==> config.mk <==
export PLATFORM = sky130hd
export DESIGN_NAME = ram_fifo_ctrl_flat
export DESIGN_NICKNAME = d
export VERILOG_FILES = /design/src/rtl/ram_fifo_ctrl_pkg.sv /design/src/rtl/ram_fifo_ctrl_if.sv /design/src/rtl/ram_fifo_ctrl_fifo_ptr.sv /design/src/rtl/ram_fifo_ctrl.sv /design/src/flat_wrapper.sv
export SDC_FILE = /design/constraint.sdc
export NUM_CORES = 1
export LEC_CHECK = 0
export BUFFER_PORTS_ARGS = -buffer_cell sky130_fd_sc_hd__buf_2
export CORE_UTILIZATION = 43
export CTS_BUF_LIST = sky130_fd_sc_hd__clkbuf_16
export CTS_CLUSTER_DIAMETER = 100
export DETAILED_ROUTE_END_ITERATION = 10
export GPL_ROUTABILITY_DRIVEN = 0
export GPL_TIMING_DRIVEN = 0
export PLACE_DENSITY = 0.78
export SLEW_MARGIN = 20
export SYNTH_ARGS = -nofsm -noshare
export SYNTH_HDL_FRONTEND = slang
export SYNTH_SLANG_ARGS = --single-unit
==> constraint.sdc <==
create_clock -name clk -period 2.05 [get_ports clk]
set_input_delay 0.3075 -clock clk [delete_from_list [all_inputs] [get_ports clk]]
set_output_delay 0.3075 -clock clk [all_outputs]
set_load 0.02 [all_outputs]
==> src/rtl/ram_fifo_ctrl_pkg.sv <==
// ram_fifo_pkg: shared read-FSM type, pointer-width helper and almost-flag threshold
package ram_fifo_pkg;
    typedef enum logic {IDLE, ACTIVE} rd_state_e;
    localparam int ALMOST_THR = 2;
    function automatic int ptr_w(input int depth);
        return $clog2(depth) + 1;
    endfunction
endpackage

==> src/rtl/ram_fifo_ctrl_if.sv <==
// ram_fifo_ctrl_if: upstream/downstream handshakes and RAM port bundle
interface ram_fifo_ctrl_if #(parameter int WIDTH = 8, parameter int DEPTH = 16);
    localparam int AW = $clog2(DEPTH);
    logic             s_valid;
    logic             s_ready;
    logic [WIDTH-1:0] s_data;
    logic             m_valid;
    logic             m_ready;
    logic [WIDTH-1:0] m_data;
    logic             ram_wr_en;
    logic [AW-1:0]    ram_waddr;
    logic [WIDTH-1:0] ram_wdata;
    logic [AW-1:0]    ram_raddr;
    logic [WIDTH-1:0] ram_rdata;
    modport master (
        output s_valid, s_data, m_ready, ram_rdata,
        input  s_ready, m_valid, m_data, ram_wr_en, ram_waddr, ram_wdata, ram_raddr
    );
    modport slave (
        input  s_valid, s_data, m_ready, ram_rdata,
        output s_ready, m_valid, m_data, ram_wr_en, ram_waddr, ram_wdata, ram_raddr
    );
endinterface

==> src/rtl/ram_fifo_ctrl_fifo_ptr.sv <==
// fifo_ptr: wrap-extended FIFO pointer with increment enable, exposing current and next values
module fifo_ptr #(parameter int PW = 5) (
    input  logic          clk,
    input  logic          rst_n,
    input  logic          inc_i,
    output logic [PW-1:0] ptr_o,
    output logic [PW-1:0] nxt_o
);
    logic [PW-1:0] ptr_q, ptr_d;
    assign ptr_d = ptr_q + PW'(inc_i);
    assign ptr_o = ptr_q;
    assign nxt_o = ptr_d;
    always_ff @(posedge clk or negedge rst_n) begin
        if (!rst_n) ptr_q <= '0;
        else        ptr_q <= ptr_d;
    end
endmodule

==> src/rtl/ram_fifo_ctrl.sv <==
// ram_fifo_ctrl: FIFO controller over an external RAM with registered read data.
// Define RAM_FIFO_STATUS_EN to add count/almost_full/almost_empty outputs.
module ram_fifo_ctrl
    import ram_fifo_pkg::*;
#(
    parameter int WIDTH = 8,
    parameter int DEPTH = 16
) (
    input  logic                  clk,
    input  logic                  rst_n,
    ram_fifo_ctrl_if.slave        bus,
    output logic                  full,
    output logic                  empty
`ifdef RAM_FIFO_STATUS_EN
    ,
    output logic [$clog2(DEPTH):0] count,
    output logic                   almost_full,
    output logic                   almost_empty
`endif
);
    localparam int AW = $clog2(DEPTH);
    localparam int PW = ptr_w(DEPTH);
    logic [PW-1:0] wr_ptr, rd_ptr, rd_nxt, wr_nxt_unused, wr_vis_q;
    rd_state_e     state_q, state_d;
    logic          push, pop;
    assign full  = (wr_ptr ^ rd_ptr) == {1'b1, {AW{1'b0}}};
    assign empty = wr_ptr == rd_ptr;
    // reset gates the write strobe so the RAM is never written while held in reset
    assign push  = bus.s_valid && !full && rst_n;
    assign pop   = bus.m_valid && bus.m_ready;
    fifo_ptr #(.PW(PW)) u_wr (.clk(clk), .rst_n(rst_n), .inc_i(push), .ptr_o(wr_ptr), .nxt_o(wr_nxt_unused));
    fifo_ptr #(.PW(PW)) u_rd (.clk(clk), .rst_n(rst_n), .inc_i(pop), .ptr_o(rd_ptr), .nxt_o(rd_nxt));
    assign bus.s_ready   = !full;
    assign bus.ram_wr_en = push;
    assign bus.ram_waddr = wr_ptr[AW-1:0];
    assign bus.ram_wdata = bus.s_data;
    assign bus.ram_raddr = rd_nxt[AW-1:0];
    assign bus.m_data    = bus.ram_rdata;
    assign bus.m_valid   = state_q == ACTIVE;
    // wr_vis lags wr_ptr so a word is only read after its RAM write has landed
    always_comb begin
        state_d = state_q;
        state_d = (state_q == IDLE) ? ((rd_nxt != wr_vis_q) ? ACTIVE : IDLE)
                                    : ((pop && rd_nxt == wr_vis_q) ? IDLE : ACTIVE);
    end
    always_ff @(posedge clk or negedge rst_n) begin
        if (!rst_n) begin
            wr_vis_q <= '0;
            state_q  <= IDLE;
        end else begin
            wr_vis_q <= wr_ptr;
            state_q  <= state_d;
        end
    end
`ifdef RAM_FIFO_STATUS_EN
    assign count        = wr_ptr - rd_ptr;
    assign almost_full  = count >= PW'(DEPTH - ALMOST_THR);
    assign almost_empty = count <= PW'(ALMOST_THR);
`endif
endmodule
==> src/flat_wrapper.sv <==
// flat-port wrapper written by rule: the top's interface ports become plain ports
module ram_fifo_ctrl_flat import ram_fifo_pkg::*;
#(
    parameter int WIDTH = 8,
    parameter int DEPTH = 16
)
  (clk, rst_n, full, empty, bus_s_valid, bus_s_data, bus_m_ready, bus_ram_rdata, bus_s_ready, bus_m_valid, bus_m_data, bus_ram_wr_en, bus_ram_waddr, bus_ram_wdata, bus_ram_raddr);
  ram_fifo_ctrl_if #(.WIDTH(WIDTH), .DEPTH(DEPTH)) bus_i ();
  input  logic clk;
  input  logic rst_n;
  output logic full;
  output logic empty;
  input wire logic [$bits(bus_i.s_valid)-1:0] bus_s_valid;
  input wire logic [$bits(bus_i.s_data)-1:0] bus_s_data;
  input wire logic [$bits(bus_i.m_ready)-1:0] bus_m_ready;
  input wire logic [$bits(bus_i.ram_rdata)-1:0] bus_ram_rdata;
  output wire logic [$bits(bus_i.s_ready)-1:0] bus_s_ready;
  output wire logic [$bits(bus_i.m_valid)-1:0] bus_m_valid;
  output wire logic [$bits(bus_i.m_data)-1:0] bus_m_data;
  output wire logic [$bits(bus_i.ram_wr_en)-1:0] bus_ram_wr_en;
  output wire logic [$bits(bus_i.ram_waddr)-1:0] bus_ram_waddr;
  output wire logic [$bits(bus_i.ram_wdata)-1:0] bus_ram_wdata;
  output wire logic [$bits(bus_i.ram_raddr)-1:0] bus_ram_raddr;
  assign bus_i.s_valid = bus_s_valid;
  assign bus_i.s_data = bus_s_data;
  assign bus_i.m_ready = bus_m_ready;
  assign bus_i.ram_rdata = bus_ram_rdata;
  assign bus_s_ready = bus_i.s_ready;
  assign bus_m_valid = bus_i.m_valid;
  assign bus_m_data = bus_i.m_data;
  assign bus_ram_wr_en = bus_i.ram_wr_en;
  assign bus_ram_waddr = bus_i.ram_waddr;
  assign bus_ram_wdata = bus_i.ram_wdata;
  assign bus_ram_raddr = bus_i.ram_raddr;
  ram_fifo_ctrl #(.WIDTH(WIDTH), .DEPTH(DEPTH)) u_core (.clk(clk), .rst_n(rst_n), .bus(bus_i), .full(full), .empty(empty));
endmodule
==> results of run 1 <==
==> cell type report <==
cell class | count | area, um2 | share of cell area [%]
Timing Repair Buffer | 33 | 173 | 14.7
Buffer | 24 | 180 | 15.4
Tap cell | 25 | 31.3 | 2.67
Sequential cell | 16 | 400 | 34.2
Clock buffer | 3 | 75.1 | 6.41
Multi-Input combinational cell | 36 | 312 | 26.6
==> stage by stage <==
stage                     cells  utilization, %
after floorplan              76               -
after global placement      133            58.6
after detailed placement    133            58.6
after CTS                   137            63.7
after global routing        137            65.0
final                       137            65.0
==> power breakdown <==
part	leakage (nW)	internal (mW)	switching [mW]	total [mW]
registers	0.188	0.472	0.180	0.652
logic	0.372	0.476	0.470	0.946
clock network	0.0370	0.255	0.110	0.366
==> synthesized netlist by cell type (all sizes together) <==
master  instances
a21oi           1
and2            2
buf            24
dfrtp          16
ha              4
nand2           2
nand2b          1
nand3           5
nor2b           1
nor4            1
or4             1
xnor2           8
xor2           10
==> routing by layer <==
metal,GRT usage [%],part of all wire (%),up-vias
li1,-,-,292
met1,16.5,43,271
met2,23.9,48,35
met3,3.46,8.7,2
met4,8.57,0.42,0
met5,0,0,-
==> registers in the layout (all words and copies together), names as in the netlist <==
name,count
u_core.u_rd.ptr_o,5
u_core.bus.m_valid,1
u_core.u_wr.ptr_o,5
u_core.wr_vis_q,5
==> cells by family after synthesis <==
family,synth area share (%)
fa+ha+maj,5.79
simple gates,8.25
flops,46.3
compound gates,0.578
buf+inv,20.8
xor+xnor,18.2
==> timing repair <==
item                                    CTS  global route
endpoints found under the setup margin    1             9
resized for setup                         1             4
hold buffers                              1             0
hold endpoints to repair                 16             0
==> final timing paths <==
| kind | cells after the start | to | start |
|---|---|---|---|
| setup / recovery | 6 | u_core.bus.m_valid | u_core.bus.m_valid |
| hold / removal | 0 | u_core.wr_vis_q[0] | u_core.u_wr.ptr_o[0] |
| setup reg to reg | 6 | u_core.bus.m_valid | u_core.bus.m_valid |
| hold reg to reg | 0 | u_core.wr_vis_q[0] | u_core.u_wr.ptr_o[0] |
| max in group asynchronous | 2 | u_core.bus.m_valid | rst_n |
| min in group asynchronous | 2 | u_core.u_wr.ptr_o[4] | rst_n |
==> flow_summary.yaml, run 1 <==
critical_path:
  rrSetupSlack_ns: 0.09
  path_cells: "and2_1 > ha_1 > ha_2 > xnor2_1 > nand3_1 > or4_1"
  critPathMaxStageDelay_ns: 0.53
  critPathLaunchType: "flip-flop"
  path_delay_family: "simple AND/OR/NAND/NOR gates"
  cp.required_ns: 2.16
  cp_num_buf_inv: 0
  critical_path_peak_fanout: 3
  worstSetupPathType: "reg -> reg"
  arrival_ns: 2.06
  cp_slowest_cell: "or4_1"
  endpoint_kind: "flip-flop"
detailed_routing:
  ant_nets: 0
  drt_iter0_drc: 6
  post_drt_wl_per_cell_um: 10.5
  routed_wl_um: 1440
  post-route-drc-count: 0
  dr.pass1.iters: 3
  num_vias: 600
  vias_per_cell: 4.38
clock_tree:
  cts_buffer_depth: 2
  cts.reportedPaths.clkPinSlew_ns: 0.05
  cts_tree: "yes"
  cts-root-buf: "clkbuf_16"
  clk_latency_ns: 0.24
  cts.sinks: 16
  cts_buffers: 3
  htree_levels: 1
  cts_setup_buffers: 0
job:
  cap_viol_max_count: 0
final_layout:
  areaGrowthSynthToFinish_pct: 35.5
  num_antenna_cells: 0
  final_cell_mix: "buf_2 (31), buf_4 (24), dfrtp_1 (16)"
  drive_above_1_share_pct: 55.4
  final_common_cell: "buf_2"
  final_nets: 138
  fillCellCount: 147
  final_area_mm2: 0.00117
logic_synthesis:
  syn_inst: 76
  avgSynthCellArea_um2: 11.4
  ys_ff_latch: 16
  ys_seq_area_share_pct: 46.3
  yosysWarningCount: 0
  netlist_area_um2: 865
  yosysTopAreaCell: "dfrtp_1"
  synth_top_area_share_pct: 46.3
  ys_types: 13
  synth_area_leaders: "dfrtp_1 (46%), buf_4 (21%), xor2_1 (10%), xnor2_1 (8.1%), ha_1 (5.8%)"
  syn_nets: 100
global_routing:
  grt_pass1_wl_um: 2100
  antenna_found_initial: 0
  gr-total-overflow: 0
  grt_max_degree: 18
  first_global_vias: 505
  grtUsageTotal_pct: 14.3
place:
  placedInstanceArea_mm2: 0.00106
  dpl.hpwl_um: 1090
  io_buffer_count: 32
  post-place-ws_ns: 0.0261
run_status:
  status: "finished, final reports clean"
sta:
  maxSlewViolCount: 0
  holdWs_ns: 0.449
  setup_violations: 0
  fmax_mhz: 511
  finalHoldViolCount: 0
  finalSetupTns_ns: 0
  max-slew-margin-rel_pct: 74.6
  fin_crit_sh_pct: 95.4
  rsz0062_at_grt: "false"
  worst_slew_pin_slew_ns: 0.378
  clock-skew-final_ns: 0.000903
  layout_min_cycle_time_ns: 1.96
  layout_setup_ws_ns: 0.0935
power:
  p_total_mw: 1.96
  power_leakage_nw: 0.597
  vdd_drop_max_v: 0.000968
  powerDensity_mw_per_mm2: 1680
die:
  die_area_mm2: 0.00219
  ios: 49
  core_area_mm2: 0.00180
  fp.dieW_um: 46.8
  initial_core_util_pct: 48.0
  die_h_um: 46.8
  rows: 15
min_path:
  worstHoldPathType: "reg -> reg"
(Power assumes the default switching activity.)
==> run 2: changes to the inputs <==
--- a/config.mk
+++ b/config.mk
@@ -6,13 +6,14 @@
 export NUM_CORES = 1
 export LEC_CHECK = 0
 export BUFFER_PORTS_ARGS = -buffer_cell sky130_fd_sc_hd__buf_2
-export CORE_UTILIZATION = 43
-export CTS_BUF_LIST = sky130_fd_sc_hd__clkbuf_16
+export CORE_UTILIZATION = 45
+export CTS_BUF_LIST = sky130_fd_sc_hd__clkbuf_8
 export CTS_CLUSTER_DIAMETER = 100
 export DETAILED_ROUTE_END_ITERATION = 10
 export GPL_ROUTABILITY_DRIVEN = 0
 export GPL_TIMING_DRIVEN = 0
-export PLACE_DENSITY = 0.78
+export PLACE_DENSITY = 0.81
+export RECOVER_POWER = 100
 export SLEW_MARGIN = 20
 export SYNTH_ARGS = -nofsm -noshare
 export SYNTH_HDL_FRONTEND = slang
==> run 2 against run 1 <==
  * Non-clock buffer count did not move
  * Setup slack got worse by 0.018 ns
  * Die area down 4.3%
  * Worst hold slack got worse by 0.0093 ns
  * Sequential cell count stayed put
  * Power fell by 4.0%
  * Critical path type unchanged
  * Via count increased by 1.7%
==> flow_summary.yaml, run 2 (synthesized netlist as in run 1, its figures left out) <==
run_status:
  status: "finished, final reports clean"
global_routing:
  met2_usage_pct: 22.3
  grt_pass1_wl_um: 2010
  grt-busiest-layer: "met2"
  use_met3_pct: 3.57
  grtUsageTotal_pct: 14.8
  met1_usage_pct: 17.7
  antenna_found_initial: 0
  gr-total-overflow: 0
  first_global_vias: 458
  grt_max_degree: 18
place:
  placedInstanceArea_mm2: 0.00106
  dp_cells: 133
  io_buffer_count: 32
  post-place-ws_ns: -0.00439
  dpl.hpwl_um: 1100
critical_path:
  arrival_ns: 2.09
  critPathMaxStageDelay_ns: 0.52
  cp.required_ns: 2.17
  cp_num_buf_inv: 0
  cp_slowest_cell: "or4_1"
  rrSetupSlack_ns: 0.08
  crit_start: "u_core.bus.m_valid"
  path_delay_family: "simple AND/OR/NAND/NOR gates"
  r2r-end: "u_core.bus.m_valid"
  endpoint_kind: "flip-flop"
  critPathLaunchType: "flip-flop"
  r2r_start: "u_core.bus.m_valid"
  path_cells: "and2_0 > ha_1 > ha_2 > xnor2_1 > nand3_1 > or4_1"
  worstSetupPathType: "reg -> reg"
  critical_path_peak_fanout: 3
  ff2ff_path_depth: 6
power:
  p_int_mw: 1.09
  p_comb_share_pct: 51.6
  p_total_mw: 1.88
  powerDensity_mw_per_mm2: 1680
  power_frac_clock_pct: 14.8
  p_sw_uw: 793
  power_leakage_nw: 0.524
  vdd_drop_max_v: 0.000879
  p_sw_share_pct: 42.1
  seqPwrFrac_pct: 33.6
clock_tree:
  cts.sinks: 16
  cts_buffers: 3
  cts_buffer_depth: 2
  clk_latency_ns: 0.25
  cts.reportedPaths.clkPinSlew_ns: 0.06
  htree_levels: 1
  cts_tree: "yes"
  cts_setup_buffers: 0
  cts-root-buf: "clkbuf_8"
min_path:
  worst_hold_path.endpoint: "u_core.wr_vis_q[4]"
  worstHoldPathType: "reg -> reg"
  hp-start: "u_core.u_wr.ptr_o[4]"
  holdPathStages: 0
sta:
  layout_min_cycle_time_ns: 1.97
  setup_violations: 0
  rsz0062_at_grt: "false"
  finalSetupTns_ns: 0
  clock-skew-final_ns: 0.00238
  fin_crit_sh_pct: 96.3
  layout_setup_ws_ns: 0.0750
  maxSlewViolCount: 0
  holdWs_ns: 0.440
  fmax_mhz: 506
  worst_slew_pin_slew_ns: 0.327
  max-slew-margin-rel_pct: 78.1
  finalHoldViolCount: 0
final_layout:
  final_cell_mix: "clkbuf_1 (23), buf_4 (22), dfrtp_1 (16)"
  final_core_util_pct: 63.5
  final_area_mm2: 0.00112
  final_nets: 138
  final_common_cell: "clkbuf_1"
  drive_above_1_share_pct: 35.4
  areaGrowthSynthToFinish_pct: 29.5
  finalNonFillerCells: 138
  num_antenna_cells: 0
detailed_routing:
  dr.pass1.iters: 2
  vias_per_cell: 4.42
  ant_nets: 0
  post-route-drc-count: 0
  num_vias: 610
  routed_wl_um: 1470
  post_drt_wl_per_cell_um: 10.6
  drt_iter0_drc: 3
die:
  die_h_um: 45.8
  fp.dieW_um: 45.8
  initial_core_util_pct: 49.0
  core_area_mm2: 0.00176
  rows: 15
  ios: 49
  die_area_mm2: 0.00210
job:
  cap_viol_max_count: 0
==> run 2: cell types whose count changed in the layout (fill, tap and decap cells not counted), sizes merged <==
cell	delta
clkbuf	+29
buf	-28
==> run 2: routing by layer <==
| layer | vias to the layer above | part of all wire (%) |
|---|---|---|
| li1 | 295 | - |
| met1 | 277 | 43 |
| met2 | 34 | 46 |
| met3 | 4 | 8.5 |
| met4 | 0 | 2.5 |
| met5 | - | 0 |
==> run 2: power groups by stage <==
stage,clock [mW],sequential [mW],combinational (mW)
after floorplan,0,0.607,0.707
after global placement,0,0.628,0.884
after detailed placement,0,0.639,0.912
after CTS,0.281,0.637,0.957
after global routing,0.297,0.661,1.04
final,0.279,0.634,0.972
==> run 2: repair_timing <==
item	4_1_cts	5_1_grt
endpoints found under the setup margin	7	4
hold buffers	1	0
gates resized for setup	2	3
endpoints found under the hold margin	16	0
==> run 2: worst max path at each step <==
stage / endpoint / cells after the start
3_5_place_dp: u_core.u_wr.ptr_o[2] / 6
3_3_place_gp: u_core.bus.m_valid / 7
4_1_cts: u_core.bus.m_valid / 6
5_1_grt: u_core.u_wr.ptr_o[4] / 8
2_1_floorplan: u_core.bus.m_valid / 6
6_report: u_core.bus.m_valid / 6
==> run 2: final cells by class <==
type / count / area, um2
plain buffers: 24 / 180
clock buffers: 4 / 55.1
fillers: 163 / 644
multi-input cells: 36 / 309
flip-flops and latches: 16 / 400
well taps: 25 / 31.3
repair buffers: 33 / 144
==> run 3: changes to the inputs <==
==> constraint.sdc (replaced) <==
create_clock -name clk -period 2.05 [get_ports clk]
set_input_delay 0.3075 -clock clk [delete_from_list [all_inputs] [get_ports clk]]
set_output_delay 0.3075 -clock clk [all_outputs]
set_load 0.005 [all_outputs]
==> run 3 against run 2 <==
  * Worst hold slack got worse by 0.0014 ns
  * Sequential power barely moved
  * Clock skew barely moved
  * Count of clock-buffer cells in the layout did not move
  * Register-to-register slack barely moved
  * Power fell by 9.2%
  * Combinational power fell by 18%
  * First-iteration DRC count fell by 100%
  * Final area rose by 1.7%
  * Critical endpoint unchanged
  * Largest power group unchanged
==> flow_summary.yaml, run 3 (synthesized netlist as in run 1, its figures left out) <==
sta:
  maxSlewViolCount: 0
  setup_violations: 0
  worst_slew_pin_slew_ns: 0.322
  layout_min_cycle_time_ns: 1.97
  fmax_mhz: 507
  clock-skew-final_ns: 0.00198
  finalSetupTns_ns: 0
  holdWs_ns: 0.438
  finalHoldViolCount: 0
  rsz0062_at_grt: "false"
  fin_crit_sh_pct: 96.3
  max-slew-margin-rel_pct: 78.5
clock_tree:
  cts.sinks: 16
  clk_latency_ns: 0.25
  htree_levels: 1
  cts-root-buf: "clkbuf_8"
  cts_buffer_depth: 2
  cts_setup_buffers: 0
  cts.reportedPaths.clkPinSlew_ns: 0.06
  cts_tree: "yes"
  cts_buffers: 3
die:
  die_h_um: 45.8
  fp.dieW_um: 45.8
  die_area_mm2: 0.00210
  rows: 15
  initial_core_util_pct: 49.0
  ios: 49
  core_area_mm2: 0.00176
place:
  dpl.hpwl_um: 1100
  dp_cells: 133
  io_buffer_count: 32
global_routing:
  grt_max_degree: 18
  grtUsageTotal_pct: 14.8
  antenna_found_initial: 0
  grt_pass1_wl_um: 2010
  first_global_vias: 458
  gr-total-overflow: 0
final_layout:
  final_nets: 138
  final_core_util_pct: 64.5
  fillCellCount: 158
  drive_above_1_share_pct: 49.6
  multi_input_area_um2: 307
  final_common_cell: "buf_2"
  areaGrowthSynthToFinish_pct: 31.7
  ff_latch_area_um2: 400
  num_antenna_cells: 0
  final_cell_mix: "buf_2 (24), clkbuf_4 (20), dfrtp_1 (16)"
  finalNonFillerCells: 138
job:
  cap_viol_max_count: 0
critical_path:
  rrSetupSlack_ns: 0.08
  arrival_ns: 2.09
  ff2ff_path_depth: 6
  cp.required_ns: 2.17
  endpoint_kind: "flip-flop"
  critical_path_peak_fanout: 3
  critPathLaunchType: "flip-flop"
  worstSetupPathType: "reg -> reg"
min_path:
  worstHoldPathType: "reg -> reg"
  holdPathStages: 0
detailed_routing:
  ant_nets: 0
  post-route-drc-count: 0
  post_drt_wl_per_cell_um: 10.4
  drt_iter0_drc: 0
  vias_per_cell: 4.36
  dr.pass1.iters: 1
  num_vias: 601
  routed_wl_um: 1440
power:
  p_total_mw: 1.71
  powerDensity_mw_per_mm2: 1500
  vdd_drop_max_v: 0.000823
  power_leakage_nw: 0.569
run_status:
  status: "finished, final reports clean"
## run 3: changes by cell type in the layout (fill, tap and decap cells not counted), sizes merged
cell,delta
clkbuf,-3
buf,+3
## run 3: final timing paths
path                                      start                   end
max in group asynchronous                 rst_n    u_core.wr_vis_q[1]
min                        u_core.u_wr.ptr_o[4]    u_core.wr_vis_q[4]
max reg2reg                  u_core.bus.m_valid    u_core.bus.m_valid
max                          u_core.bus.m_valid    u_core.bus.m_valid
min reg2reg                u_core.u_wr.ptr_o[4]    u_core.wr_vis_q[4]
min in group asynchronous                 rst_n  u_core.u_wr.ptr_o[4]
## run 3: repair_timing
item / in CTS / in global routing
resized for setup: 1 / 3
endpoints found under the setup margin: 5 / 4
hold buffers: 1 / 0
endpoints found under the hold margin: 16 / 0
pin swaps: 0 / 1
cloned: 0 / 0
## run 3: report_power, final
| part | internal, mW | switching, mW |
|---|---|---|
| clock | 0.170 | 0.107 |
| combinational | 0.451 | 0.349 |
| sequential | 0.471 | 0.163 |
| total | 1.09 | 0.619 |
## run 3: cell type report
cell class                      count  share of cell area [%]
Timing Repair Buffer               33                    14.5
Buffer                             24                    15.8
Tap cell                           25                    2.75
Multi-Input combinational cell     36                    26.9
Clock buffer                        4                    4.84
Sequential cell                    16                    35.2
## run 3: worst max-delay path, cell delays in order (launching register included)
cell	delay, ns
dfrtp_1	0.38
and2_0	0.16
ha_1	0.20
ha_1	0.33
xnor2_1	0.17
nand3_1	0.09
or4_1	0.52
## run 3: per-layer routing
| layer | share of wire (%) | vias to the layer above | global-route usage [%] |
|---|---|---|---|
| met4 | 2.6 | 0 | 12.4 |
| met3 | 8.8 | 4 | 3.57 |
| met1 | 43 | 269 | 17.7 |
| met2 | 45 | 34 | 22.3 |
| li1 | - | 294 | - |
| met5 | 0 | - | 0 |
## run 3: through the flow
stage                     cell area (um2)  setup WS, ns
after floorplan                       865         0.177
after global placement               1060        0.0925
after detailed placement             1060      -0.00439
after CTS                            1130        0.0498
after global routing                 1140       0.00801
final                                1140        0.0758
